--- src/rtl/eth_pcs_tx_gearbox_flex_pkg.sv ---
// Shared 10GBASE-R PCS block constants and gearbox sizing helpers.
package eth_pcs_params;

  localparam int W_SYNC     = 2;
  localparam int W_BLK_DATA = 64;
  localparam int W_BLK      = W_SYNC + W_BLK_DATA;

  // Supported PMA word widths, one byte per entry.
  localparam int                          N_PMA_OPTS = 3;
  localparam logic [N_PMA_OPTS*8-1:0]     PMA_OPTS   = {8'd64, 8'd32, 8'd16};

  function automatic bit is_legal_pma(input int w_pma);
    bit ok;
    ok = 1'b0;
    for (int k = 0; k < N_PMA_OPTS; k++) begin
      if (int'(PMA_OPTS[k*8 +: 8]) == w_pma) ok = 1'b1;
    end
    return ok;
  endfunction

  // Worst-case occupancy is W_PMA-1 leftover bits plus one whole block.
  function automatic int calc_w_buf(input int w_pma);
    return w_pma + W_BLK - 1;
  endfunction

  function automatic int calc_w_fill(input int w_pma);
    return $clog2(w_pma + W_BLK);
  endfunction

endpackage

--- src/rtl/eth_pcs_tx_gearbox_flex.sv ---
// 66b -> W_PMA-bit transmit gearbox: whole blocks in under valid/ready,
// one PMA word out per cycle whenever enough bits are buffered.
module eth_pcs_tx_gearbox_flex
  import eth_pcs_params::*;
#(
  parameter  int W_PMA  = 32,
  localparam int W_BUF  = calc_w_buf(W_PMA),
  localparam int W_FILL = calc_w_fill(W_PMA)
) (
  input  logic                  i_clk,
  input  logic                  i_reset,
  input  logic                  i_blk_valid,
  output logic                  o_blk_ready,
  input  logic [W_SYNC-1:0]     i_sync_hdr,
  input  logic [W_BLK_DATA-1:0] i_blk_data,
  output logic                  o_pma_valid,
  output logic [W_PMA-1:0]      o_pma_data,
  output logic [W_FILL-1:0]     o_fill,
  output logic                  o_underflow
);

  if (!is_legal_pma(W_PMA)) begin : g_illegal_w_pma
    $error("eth_pcs_tx_gearbox_flex: W_PMA must be 16, 32 or 64");
  end

  logic [W_BUF-1:0]  r_buf;
  logic [W_FILL-1:0] r_fill;
  logic              r_started;
  logic              r_uflow;

  logic              w_emit;
  logic [W_FILL-1:0] w_rem;
  logic              w_ready;
  logic              w_accept;
  logic              w_uflow;
  logic [W_BUF-1:0]  w_buf_nxt;
  logic [W_FILL-1:0] w_fill_nxt;

  assign w_emit   = (r_fill >= W_FILL'(W_PMA));
  assign w_rem    = w_emit ? (r_fill - W_FILL'(W_PMA)) : r_fill;
  // Ready depends only on registered occupancy, so upstream sees no
  // combinational loop through its own valid.
  assign w_ready  = (w_rem < W_FILL'(W_PMA));
  assign w_accept = i_blk_valid & w_ready;
  assign w_uflow  = r_uflow | (r_started & ~w_emit);

  // Drain the emitted word, then splice an accepted block in right after the
  // remaining bits (header first, LSB-first).
  always_comb begin
    w_buf_nxt  = w_emit ? (r_buf >> W_PMA) : r_buf;
    w_fill_nxt = w_rem;
    if (w_accept) begin
      w_buf_nxt  = w_buf_nxt | (W_BUF'({i_blk_data, i_sync_hdr}) << w_rem);
      w_fill_nxt = w_rem + W_FILL'(W_BLK);
    end
  end

  always_ff @(posedge i_clk) begin
    if (i_reset) begin
      r_buf     <= '0;
      r_fill    <= '0;
      r_started <= 1'b0;
      r_uflow   <= 1'b0;
    end else begin
      r_buf     <= w_buf_nxt;
      r_fill    <= w_fill_nxt;
      r_started <= r_started | w_accept;
      r_uflow   <= w_uflow;
    end
  end

  assign o_blk_ready = w_ready;
  assign o_pma_valid = w_emit;
  assign o_pma_data  = w_emit ? r_buf[W_PMA-1:0] : '0;
  assign o_fill      = r_fill;
  // A starved cycle is flagged in the same cycle it occurs and then held.
  assign o_underflow = w_uflow;

endmodule
--- config.mk ---
export PLATFORM = sky130hd
export DESIGN_NAME = eth_pcs_tx_gearbox_flex
export DESIGN_NICKNAME = d
export VERILOG_FILES = /design/src/rtl/eth_pcs_tx_gearbox_flex_pkg.sv /design/src/rtl/eth_pcs_tx_gearbox_flex.sv
export SDC_FILE = /design/constraint.sdc
export NUM_CORES = 1
export LEC_CHECK = 0
export ABC_CLOCK_PERIOD_IN_PS = 2500
export BUFFER_PORTS_ARGS = -buffer_cell sky130_fd_sc_hd__buf_2
export CORE_UTILIZATION = 58
export CTS_CLUSTER_SIZE = 30
export DETAILED_ROUTE_END_ITERATION = 8
export PLACE_DENSITY_LB_ADDON = 0.08
export SLEW_MARGIN = 20
export SYNTH_ARGS = -nofsm -noshare
export SYNTH_HDL_FRONTEND = slang
export SYNTH_SLANG_ARGS = --single-unit
--- constraint.sdc ---
create_clock -name i_clk -period 2.5 [get_ports i_clk]
set_input_delay 0.5 -clock i_clk [delete_from_list [all_inputs] [get_ports i_clk]]
set_output_delay 0.5 -clock i_clk [all_outputs]
set_load 0.02 [all_outputs]
==> summary.md, run 1 <==
| Metric | Value |
|---|---|
| Status | `finished, final reports clean` |
| Vias per cell | `6.71` |
| Pint | `approximately 3.1 mW` |
| FILL cells | `941` |
| Core Footprint | `12100 um2` |
| Final hold vios | `0` |
| First-pass GRT wire length | `33.8 mm` |
| Critical Path RT | `2.00 ns` |
| Critical path arrival | `between 1.5 and 2 ns` |
| Largest buffer count on any clock path | `2` |
| Worst vdd ir | `0.000343 V` |
| H-tree depth | `3` |
| Synth area leader | `dfxtp_1` |
| Setup bufs post-CTS | `0` |
| WL/cell | `22.9 um` |
| Worst Hold Path EP | `r_buf[95]$_SDFF_PP0_` |
| Setup total negative slack | `0 ns` |
| GRT overflow | `0` |
| Slowest-stage cell, CP | `dfxtp_1` |
| Hold_buf cts | `0` |
| TritonCTS clock tree | `done` |
| Hold path cells | `2` |
| Final period util | `95.0%` |
| DIE WIDTH | `114 um` |
| Reg power frac | `42.1%` |
| Initial antenna violation count | `0` |
| Yosys Warn Count | `0` |
| Worst hold-check path type | `reg -> reg` |
| I/O pin cnt | `111` |
| #FFs+latches synth | `105` |
| Switching power | `1.47 mW` |
| Clock Root Buffer | `clkbuf_16` |
| Ys async rst share | `0%` |
| Sequential element share of the synthesized area | `29.1%` |
| DP HPWL | `between 15 and 20 mm` |
| # DRC | `0` |
| Initial Utilization | `59.9%` |
| Worst Reg2Reg Path Length in Cells | `5` |
| Synthesized netlist cell count | `between 700 and 800` |
| Highest fanout seen on the critical path | `23` |
| FF-to-FF Start | `o_fill[2]$_SDFFE_PP0P_` |
| Slew headroom | `roughly 36%` |
| Area of the multi-input gates | `4750 um2` |
| Crit path cell chain | `nor2_4 -> inv_2 -> buf_4 -> and2_1 -> buf_2` |
| Seq. cell area | `2110 um2` |
| Comb power frac | `29.2%` |
| Final Max Tran Viols | `0` |
| Crit path time final | `approximately 2.4 ns` |
| Hold Crit Start | `r_buf[95]$_SDFF_PP0_` |
| P&R area growth vs syn | `14.2%` |
| Synth Flop Type | `dfxtp_1` |
| Antenna cells | `0` |
| EDFF count, synth | `0` |
| CTS Buf Count | `9` |
| Leak | `between 3 and 4 nW` |
| Post-route ant nets | `0` |
| Share of layout cells above drive strength 1 | `~30%` |
| Die Ht | `114 um` |
| Yosys top cell area share | `29.1%` |
| Setup ws final | `~0.13 ns` |
| CTS-repair resized insts | `0` |
| Critical path type | `reg -> out` |
| IO Port Bufs | `~110` |
| Die ar. | `12900 um2` |
| Fmax | `421 MHz` |
| Max_cap viols | `0` |
| Setup crit start kind | `flip-flop` |
| Rows | `40` |
| Layout Skew | `0.00889 ns` |
| Unique masters post-synth | `51` |
| Switching Share | `32.1%` |
| Hold Slack | `approximately 0.46 ns` |
| Setup violators final | `0` |
| CP max stage delay | `0.49 ns` |
| DR vias | `6508` |
| Worst skew pair latency | `0.35 ns` |
| Worst reg2reg endpoint | `r_buf[30]$_SDFF_PP0_` |
| Clock Sinks | `105` |
| Number of global-route vias before repair | `5874` |
| DRT iter0 DRCs | `776` |
| Clock power share | `28.7%` |
| Worst-margin pin slew | `0.964 ns` |
| Largest net degree at the start of global routing | `52` |
| Synthesized area per cell | `10.2 um2` |
| Pre-CTS setup slack | `a little over 0.3 ns` |
| Nets | `867` |
| Post-Syn Nets | `between 700 and 800` |
| Iteration count of the initial detailed-routing pass | `5` |
| All-layer global routing usage | `34.8%` |
| Clock transition at path regs | `roughly 0.07 ns` |
| GP Congestion | `0.898` |
| RSZ-0062 raised after global routing | `no` |
| Reg2Reg Setup Slack | `0.22 ns` |
| Final WL | `22.2 mm` |
| Top post-synthesis cells by area | `dfxtp_1 29%, mux4_2 19%, mux2i_1 16%` |
| Cell Area, Synth | `around 7200 um2` |
| Power density over the cells | `554 nW/um2` |
| Post-layout util | `68.4%` |
| Crit end category | `primary output` |
power by group through the flow:
stage,Clock (mW),Sequential [mW],Combinational [mW]
floorplan,0,1.89,0.926
global placement,0,1.95,1.28
detailed placement,0,1.96,1.31
CTS,1.31,1.92,1.31
global route,1.39,1.94,1.42
finish,1.31,1.92,1.34
cells in the final DEF (no fill, tap or decap), types with 5 or more instances in the layout:
cell,netlist,final
and2_1,36,36
buf_2,26,109
dfxtp_1,105,102
a31oi_1,13,13
o211ai_1,7,7
a22oi_1,14,14
clkbuf_16,0,9
a2bb2oi_1,5,5
buf_4,4,34
a22o_1,6,6
nand2_1,53,53
o21ai_0,42,42
nor2b_1,8,8
nand2b_1,12,12
buf_12,1,5
a21oi_1,9,9
mux2i_1,115,115
o22a_1,38,38
nor2_1,32,31
o21ai_1,14,14
mux4_2,60,60
mux2_2,14,14
routing by layer:
metal / up-vias / part of all wire (%) / track usage [%]
li1: 2888 / - / -
met1: 3221 / 43 / 50.8
met2: 371 / 46 / 53.0
met3: 28 / 8.9 / 5.69
met4: 0 / 2.1 / 10.9
met5: - / 0 / 0
synth_stat cells, types with 12 or more instances:
cell type and instances:
mux4_2 60, clkbuf_1 31, buf_2 26, a22oi_1 14
a31oi_1 13, mux2_2 14, mux2i_1 115, nor2_1 32
nand2_1 53, dfxtp_1 105, o21ai_0 42, o21ai_1 14
o22a_1 38, and2_1 36, nand2b_1 12
kinds of logic (layout without fill, tap and decap cells):
kind of cell | Yosys count | count (layout) | share of synthesized area, %
AOI/OAI and AO/OA | 175 | 175 | 17.0
xor gates and xnor gates | 3 | 3 | 0.364
adders and majority gates | 1 | 1 | 0.173
buffers and inverters | 73 | 167 | 5.35
DFF | 105 | 105 | 29.1
muxes | 189 | 189 | 36.8
other | 1 | 1 | 0.0519
and+or+nand+nor | 161 | 161 | 11.2
stage by stage:
stage | power, mW | cells | cell area (um2)
floorplan | 2.82 | 708 | 7220
global placement | 3.23 | 954 | 7980
detailed placement | 3.27 | 954 | 7980
CTS | 4.55 | 970 | 8250
global route | 4.74 | 970 | 8250
finish | 4.57 | 970 | 8250
sequential cells by signal, summed over array words and instances, names as in the netlist:
signal,count
r_started,1
o_fill,6
r_uflow,1
r_buf,97
cell type report:
cell class | instances | area share, %
clock buffer | 13 | 3.03
clock inverter | 3 | 0.212
inverter | 3 | 0.136
multi-input combinational | 530 | 57.5
sequential | 105 | 25.6
tap | 168 | 2.55
timing repair buffer | 148 | 10.9
worst max-delay path by stage:
stage	endpoint	cells after the start	startpoint
final	o_pma_data[28]	5	o_fill[6]$_SDFF_PP0_
after global routing	o_pma_data[28]	5	o_fill[6]$_SDFF_PP0_
after CTS	o_pma_data[28]	5	o_fill[6]$_SDFF_PP0_
after detailed placement	r_buf[30]$_SDFF_PP0_	5	o_fill[2]$_SDFFE_PP0P_
after global placement	r_buf[78]$_SDFF_PP0_	5	o_fill[2]$_SDFFE_PP0P_
after floorplan	o_pma_data[22]	5	o_fill[6]$_SDFF_PP0_
worst max-delay path: cells and delay by family (launching register included):
| family | cells | cell delay, ns |
|---|---|---|
| buf+inv | 3 | 0.81 |
| flops | 1 | 0.49 |
| simple gates | 2 | 0.21 |
(Power assumes the default switching activity.)
==> run 2: changes to the inputs <==
--- a/config.mk
+++ b/config.mk
@@ -6,10 +6,10 @@
 export NUM_CORES = 1
 export LEC_CHECK = 0
 export ABC_CLOCK_PERIOD_IN_PS = 2500
-export BUFFER_PORTS_ARGS = -buffer_cell sky130_fd_sc_hd__buf_2
 export CORE_UTILIZATION = 58
 export CTS_CLUSTER_SIZE = 30
 export DETAILED_ROUTE_END_ITERATION = 8
+export DONT_BUFFER_PORTS = 1
 export PLACE_DENSITY_LB_ADDON = 0.08
 export SLEW_MARGIN = 20
 export SYNTH_ARGS = -nofsm -noshare
==> run 2 against run 1 <==
Count of clock-buffer cells in the layout up 1. First-iteration DRC count down 9.1%. Worst hold slack worse by 0.23 ns. Fmax up 0.19%. Global-route usage up 0.24 points. Clock power about the same. Flip-flop and latch count unchanged. Clock skew down 0.0013 ns. Combinational power down 14%. Non-clock buffer count down 113. Register-to-register slack worse by 0.03 ns.
==> summary.md, run 2 (same netlist as run 1, synthesis figures left out) <==
| Metric | Value |
|---|---|
| Status | `finished, final reports clean` |
| Largest buffer count on any clock path | `2 (unchanged)` |
| CTS-repair resized insts | `0 (unchanged)` |
| CP max stage delay | `0.60 ns (+0.11 ns)` |
| Final Max Tran Viols | `0 (unchanged)` |
| Setup total negative slack | `0 ns (unchanged)` |
| # DRC | `0 (unchanged)` |
| Final period util | `94.8% (-0.18 points)` |
| Most common cell after layout, fill and taps aside | `mux2i_1` |
| Slew headroom | `26.6% (-9.1 points)` |
| RSZ-0062 raised after global routing | `no` |
| Dpl cells | `841 (-12%)` |
| Setup crit start kind | `flip-flop` |
| P&R area growth vs syn | `5.91%` |
| IO Port Bufs | `0 (-100%)` |
| TritonCTS clock tree | `done` |
| Cell Count, Final, Fillers Out | `857 (-12%)` |
| Rows | `40 (unchanged)` |
| WL/cell | `25.8 um (+13%)` |
| Crit end category | `primary output` |
| Crit path cell chain | `nor2_4 -> inv_2 -> buf_12 -> and2_1` |
| Worst skew pair latency | `0.34 ns (about the same)` |
| GP Congestion | `0.957 (+6.6%)` |
| Leak | `2.67 nW (-16%)` |
| Max_cap viols | `0 (unchanged)` |
| Power density over the cells | `575 nW/um2 (+3.8%)` |
| Critical Path RT | `2.00 ns (about the same)` |
| Nets | `754 (-13%)` |
| Final hold vios | `0 (unchanged)` |
| Reg power frac | `44.1% (+2.0 points)` |
| Iteration count of the initial detailed-routing pass | `5 (unchanged)` |
| Switching power | `1.36 mW (-7.4%)` |
| Worst-margin pin slew | `1.10 ns (+0.137 ns)` |
| Slowest-stage cell, CP | `dfxtp_1` |
| Clock power share | `29.8% (+1.1 points)` |
| All-layer global routing usage | `35.1% (+0.24 points)` |
| Initial Utilization | `59.9% (unchanged)` |
| Clock transition at path regs | `0.06 ns (about the same)` |
| Fmax | `422 MHz (+0.19%)` |
| Worst vdd ir | `0.000354 V (+3.3%)` |
| Die ar. | `12900 um2 (unchanged)` |
| DP HPWL | `16.5 mm (-2.2%)` |
| Worst hold-check path type | `in -> reg` |
| Share of layout cells above drive strength 1 | `18.7% (-12 points)` |
| GRT overflow | `0 (unchanged)` |
| Crit path time final | `2.37 ns (-0.00462 ns)` |
| Layout Skew | `0.00758 ns (-0.00131 ns)` |
| Most frequent cells in the layout | `115 x mux2i_1, 102 x dfxtp_1, 60 x mux4_2` |
| Hold_buf cts | `0 (unchanged)` |
| DR vias | `6027 (-7.4%)` |
| H-tree depth | `3 (unchanged)` |
| Pint | `3.04 mW (-2.0%)` |
| Clock Root Buffer | `clkbuf_16` |
| I/O pin cnt | `111 (unchanged)` |
| Highest fanout seen on the critical path | `25 (+8.7%)` |
| Comb power frac | `26.1% (-3.1 points)` |
| Post-route ant nets | `0 (unchanged)` |
| Die Ht | `114 um (unchanged)` |
| Switching Share | `30.8% (-1.2 points)` |
| FILL cells | `1022 (+8.6%)` |
| Critical path type | `reg -> out` |
| Family with the most delay on the worst path | `flip-flops` |
| Final WL | `22.1 mm (-0.59%)` |
| Number of global-route vias before repair | `5756 (-2.0%)` |
| Vias per cell | `7.03 (+4.8%)` |
| Antenna cells | `0 (unchanged)` |
| Core Footprint | `12100 um2 (unchanged)` |
| Worst Path Buf+Inv | `2 (-1)` |
| CTS Buf Count | `9 (unchanged)` |
| Setup violators final | `0 (unchanged)` |
| Setup bufs post-CTS | `0 (unchanged)` |
| Max reg flops | `97 (unchanged)` |
| Initial antenna violation count | `0 (unchanged)` |
| Critical path arrival | `1.87 ns (about the same)` |
| Largest net degree at the start of global routing | `93 (+79%)` |
| Clock Sinks | `105 (unchanged)` |
| First-pass GRT wire length | `33.8 mm (+0.18%)` |
| Largest Register | `r_buf` |
| DIE WIDTH | `114 um (unchanged)` |
| DRT iter0 DRCs | `705 (-9.1%)` |
[run 2: changes by cell type in the layout (fill, tap and decap cells not counted), sizes merged]
cell    before  now
buf        148   35
clkbuf      13   14
clkinv       2    0
inv          3    4
[run 2: worst paths after layout]
check                                              end  cells past startpoint  slack, ns              startpoint
worst max-delay path                     o_pma_data[9]                      4       0.13    o_fill[6]$_SDFF_PP0_
worst min-delay path            o_fill[3]$_SDFFE_PP0P_                      1       0.23                 i_reset
worst max register to register    r_buf[40]$_SDFF_PP0_                      4       0.19  o_fill[3]$_SDFFE_PP0P_
worst min register to register    r_buf[87]$_SDFF_PP0_                      2       0.47    r_buf[87]$_SDFF_PP0_
[run 2: layout make-up]
class                      count  area, um2  area share, %
timing repair buffer          35        300           3.93
multi-input combinational    530       4750           62.1
clock inverter                 2       13.8          0.180
tap                          168        210           2.75
inverter                       3       11.3          0.147
clock buffer                  14        254           3.32
sequential                   105       2110           27.6
[run 2: routing by layer]
metal	track usage [%]	up-vias	part of all wire [%]
met4	9.91	0	1.9
met1	51.5	3017	44
met2	51.7	323	44
li1	-	2660	-
met3	8.08	27	10
met5	0	-	0
[run 2: power groups by stage]
stage,clock (mW),combinational [mW],sequential [mW]
finish,1.31,1.15,1.94
global route,1.39,1.22,1.96
CTS,1.32,1.13,1.94
detailed placement,0,1.13,1.98
global placement,0,1.11,1.97
floorplan,0,0.926,1.89
[run 2: worst reg2reg max path, stage by stage (launching register included)]
cell     delay [ns]
dfxtp_4        0.92
mux4_2         0.50
mux2i_1        0.46
o22a_1         0.22
o21ai_0        0.08
[run 2: stage by stage]
step / setup slack, ns / utilization, % / hold slack, ns / total power, mW / cell area [um2]
2_1_floorplan: 0.454 / - / 0.424 / 2.82 / 7220
3_3_place_gp: 0.296 / 61.2 / 0.439 / 3.09 / 7380
3_5_place_dp: 0.276 / 61.2 / 0.449 / 3.10 / 7380
4_1_cts: 0.0965 / 63.4 / 0.216 / 4.39 / 7650
5_1_grt: 0.0200 / 63.4 / 0.215 / 4.57 / 7650
6_report: 0.130 / 63.4 / 0.226 / 4.40 / 7650
==> run 3: changes to the inputs <==
--- a/config.mk
+++ b/config.mk
@@ -7,6 +7,7 @@
 export LEC_CHECK = 0
 export ABC_CLOCK_PERIOD_IN_PS = 2500
 export CORE_UTILIZATION = 58
+export CTS_BUF_LIST = sky130_fd_sc_hd__clkbuf_8 sky130_fd_sc_hd__clkbuf_16
 export CTS_CLUSTER_SIZE = 30
 export DETAILED_ROUTE_END_ITERATION = 8
 export DONT_BUFFER_PORTS = 1
==> run 3 against run 2 <==
Combinational power hardly changed. Critical path depth stayed put. Final area stayed put. Worst hold slack worse by 0.0016 ns. Power is 0.17% lower. Die area stayed put. Count of clock-buffer cells in the layout is 4 lower. Core utilization stayed put. Global-route usage stayed put. Critical path type unchanged. Critical endpoint unchanged. Largest cell class unchanged. Largest power group unchanged. Highest routed layer unchanged.
==> summary.md, run 3 (same netlist as run 1, synthesis figures left out) <==
| Metric | Value |
|---|---|
| Power density over the cells | `574 nW/um2 (-0.17%)` |
| Slew headroom | `25.1% (-1.5 points)` |
| Worst vdd ir | `0.000355 V (+0.22%)` |
| DR vias | `6024 (-0.050%)` |
| CP max stage delay | `0.62 ns (+0.02 ns)` |
| P&R area growth vs syn | `5.91% (unchanged)` |
| DIE WIDTH | `114 um (unchanged)` |
| Layout Skew | `0.00829 ns (+0.000710 ns)` |
| Most frequent cells in the layout | `115 x mux2i_1, 102 x dfxtp_1, 60 x mux4_2` |
| Slowest-stage cell, CP | `dfxtp_1` |
| Iteration count of the initial detailed-routing pass | `5 (unchanged)` |
| Dpl cells | `841 (unchanged)` |
| # DRC | `0 (unchanged)` |
| Largest net degree at the start of global routing | `93 (unchanged)` |
| Post-route ant nets | `0 (unchanged)` |
| GRT overflow | `0 (unchanged)` |
| Crit path time final | `2.39 ns (+0.0163 ns)` |
| Top routing layer in use | `met4` |
| Largest Register | `r_buf` |
| Leak | `2.69 nW (+0.62%)` |
| Clock Sinks | `105 (unchanged)` |
| Routed wl met2 | `9.82 mm (+0.20%)` |
| DP HPWL | `16.5 mm (unchanged)` |
| RSZ-0062 raised after global routing | `no` |
| Die Ht | `114 um (unchanged)` |
| Worst hold-check path type | `in -> reg` |
| Hold_buf cts | `0 (unchanged)` |
| Setup crit start kind | `flip-flop` |
| Critical Path RT | `2.00 ns (about the same)` |
| Critical path arrival | `1.89 ns (+0.02 ns)` |
| Worst-margin pin slew | `1.12 ns (+0.0227 ns)` |
| Met3 wire length | `2.18 mm (-2.4%)` |
| Clock transition at path regs | `0.06 ns (about the same)` |
| Crit end category | `primary output` |
| Status | `finished, final reports clean` |
| Most common cell after layout, fill and taps aside | `mux2i_1` |
| Max reg flops | `97 (unchanged)` |
| Clock Root Buffer | `clkbuf_16` |
| First-pass GRT wire length | `33.8 mm (unchanged)` |
| Post-route cell area | `7650 um2 (unchanged)` |
| Number of global-route vias before repair | `5756 (unchanged)` |
| CTS Buf Count | `9 (unchanged)` |
| Nets | `754 (unchanged)` |
| IO Port Bufs | `0 (unchanged)` |
| Max_cap viols | `0 (unchanged)` |
| Hold Slack | `0.225 ns (-0.00161 ns)` |
| CTS-repair resized insts | `0 (unchanged)` |
| Rows | `40 (unchanged)` |
| DRT met1 WL | `9.76 mm (+1.3%)` |
| Setup total negative slack | `0 ns (unchanged)` |
| Final period util | `95.4% (+0.65 points)` |
| Die ar. | `12900 um2 (unchanged)` |
| Final Max Tran Viols | `0 (unchanged)` |
| Core Footprint | `12100 um2 (unchanged)` |
| Largest buffer count on any clock path | `2 (unchanged)` |
| Cell Count, Final, Fillers Out | `857 (unchanged)` |
| Setup violators final | `0 (unchanged)` |
| Antenna cells | `0 (unchanged)` |
| I/O pin cnt | `111 (unchanged)` |
| Initial Utilization | `59.9% (unchanged)` |
| Worst skew pair latency | `0.34 ns (about the same)` |
| Setup bufs post-CTS | `0 (unchanged)` |
| Crit path cell chain | `nor2_4 -> inv_2 -> buf_12 -> and2_1` |
| H-tree depth | `3 (unchanged)` |
| All-layer global routing usage | `35.1% (unchanged)` |
| Highest fanout seen on the critical path | `25 (unchanged)` |
| Fmax | `419 MHz (-0.68%)` |
| DRT iter0 DRCs | `700 (-0.71%)` |
| WL/cell | `25.9 um (+0.42%)` |
| TritonCTS clock tree | `done` |
| Vias per cell | `7.03 (about the same)` |
| Post-Place Cell Area | `7380 um2 (unchanged)` |
| Final hold vios | `0 (unchanged)` |
| GP Congestion | `0.957 (unchanged)` |
| Initial antenna violation count | `0 (unchanged)` |
| Final WL | `22.2 mm (+0.42%)` |
| Critical path type | `reg -> out` |
| Share of layout cells above drive strength 1 | `18.7% (unchanged)` |
-- run 3: changes by cell type in the layout (fill, tap and decap cells not counted), sizes merged --
cell | before | now
inv | 4 | 8
clkbuf | 14 | 10
-- run 3: per-layer routing --
layer,global-route usage (%),vias to the layer above
met3,8.08,25
li1,-,2658
met5,0,-
met4,9.91,0
met1,51.5,3035
met2,51.7,306
-- run 3: layout make-up --
cell class,count,area (um2)
multi-input cells,530,4750
fillers,1022,4410
flip-flops and latches,105,2110
repair buffers,35,300
clock buffers,10,239
well taps,168,210
clock inverters,6,28.8
inverters,3,11.3
-- run 3: final timing paths --
check | startpoint | end | slack [ns] | cells past startpoint
worst max-delay path | o_fill[6]$_SDFF_PP0_ | o_pma_data[9] | 0.11 | 4
worst min register to register | r_buf[87]$_SDFF_PP0_ | r_buf[87]$_SDFF_PP0_ | 0.47 | 2
worst min-delay path | i_reset | o_fill[3]$_SDFFE_PP0P_ | 0.22 | 1
worst max register to register | o_fill[3]$_SDFFE_PP0P_ | r_buf[40]$_SDFF_PP0_ | 0.13 | 4
-- run 3: worst max-delay path: cells and delay by family, from the launching register on --
| kind | cells | cell delay [ns] |
|---|---|---|
| buffers and inverters | 2 | 0.57 |
| DFF | 1 | 0.62 |
| and+or+nand+nor | 2 | 0.35 |
-- run 3: where the power goes --
group / switching [mW] / internal, mW
Sequential: 0.138 / 1.80
Clock: 0.610 / 0.690
Combinational: 0.618 / 0.534
Total: 1.37 / 3.03
-- run 3: stage by stage --
stage	util [%]	power (mW)	setup slack [ns]
finish	63.4	4.39	0.114
global route	63.4	4.55	0.0199
CTS	63.4	4.37	0.0963
detailed placement	61.2	3.10	0.276
global placement	61.2	3.09	0.296
floorplan	-	2.82	0.454
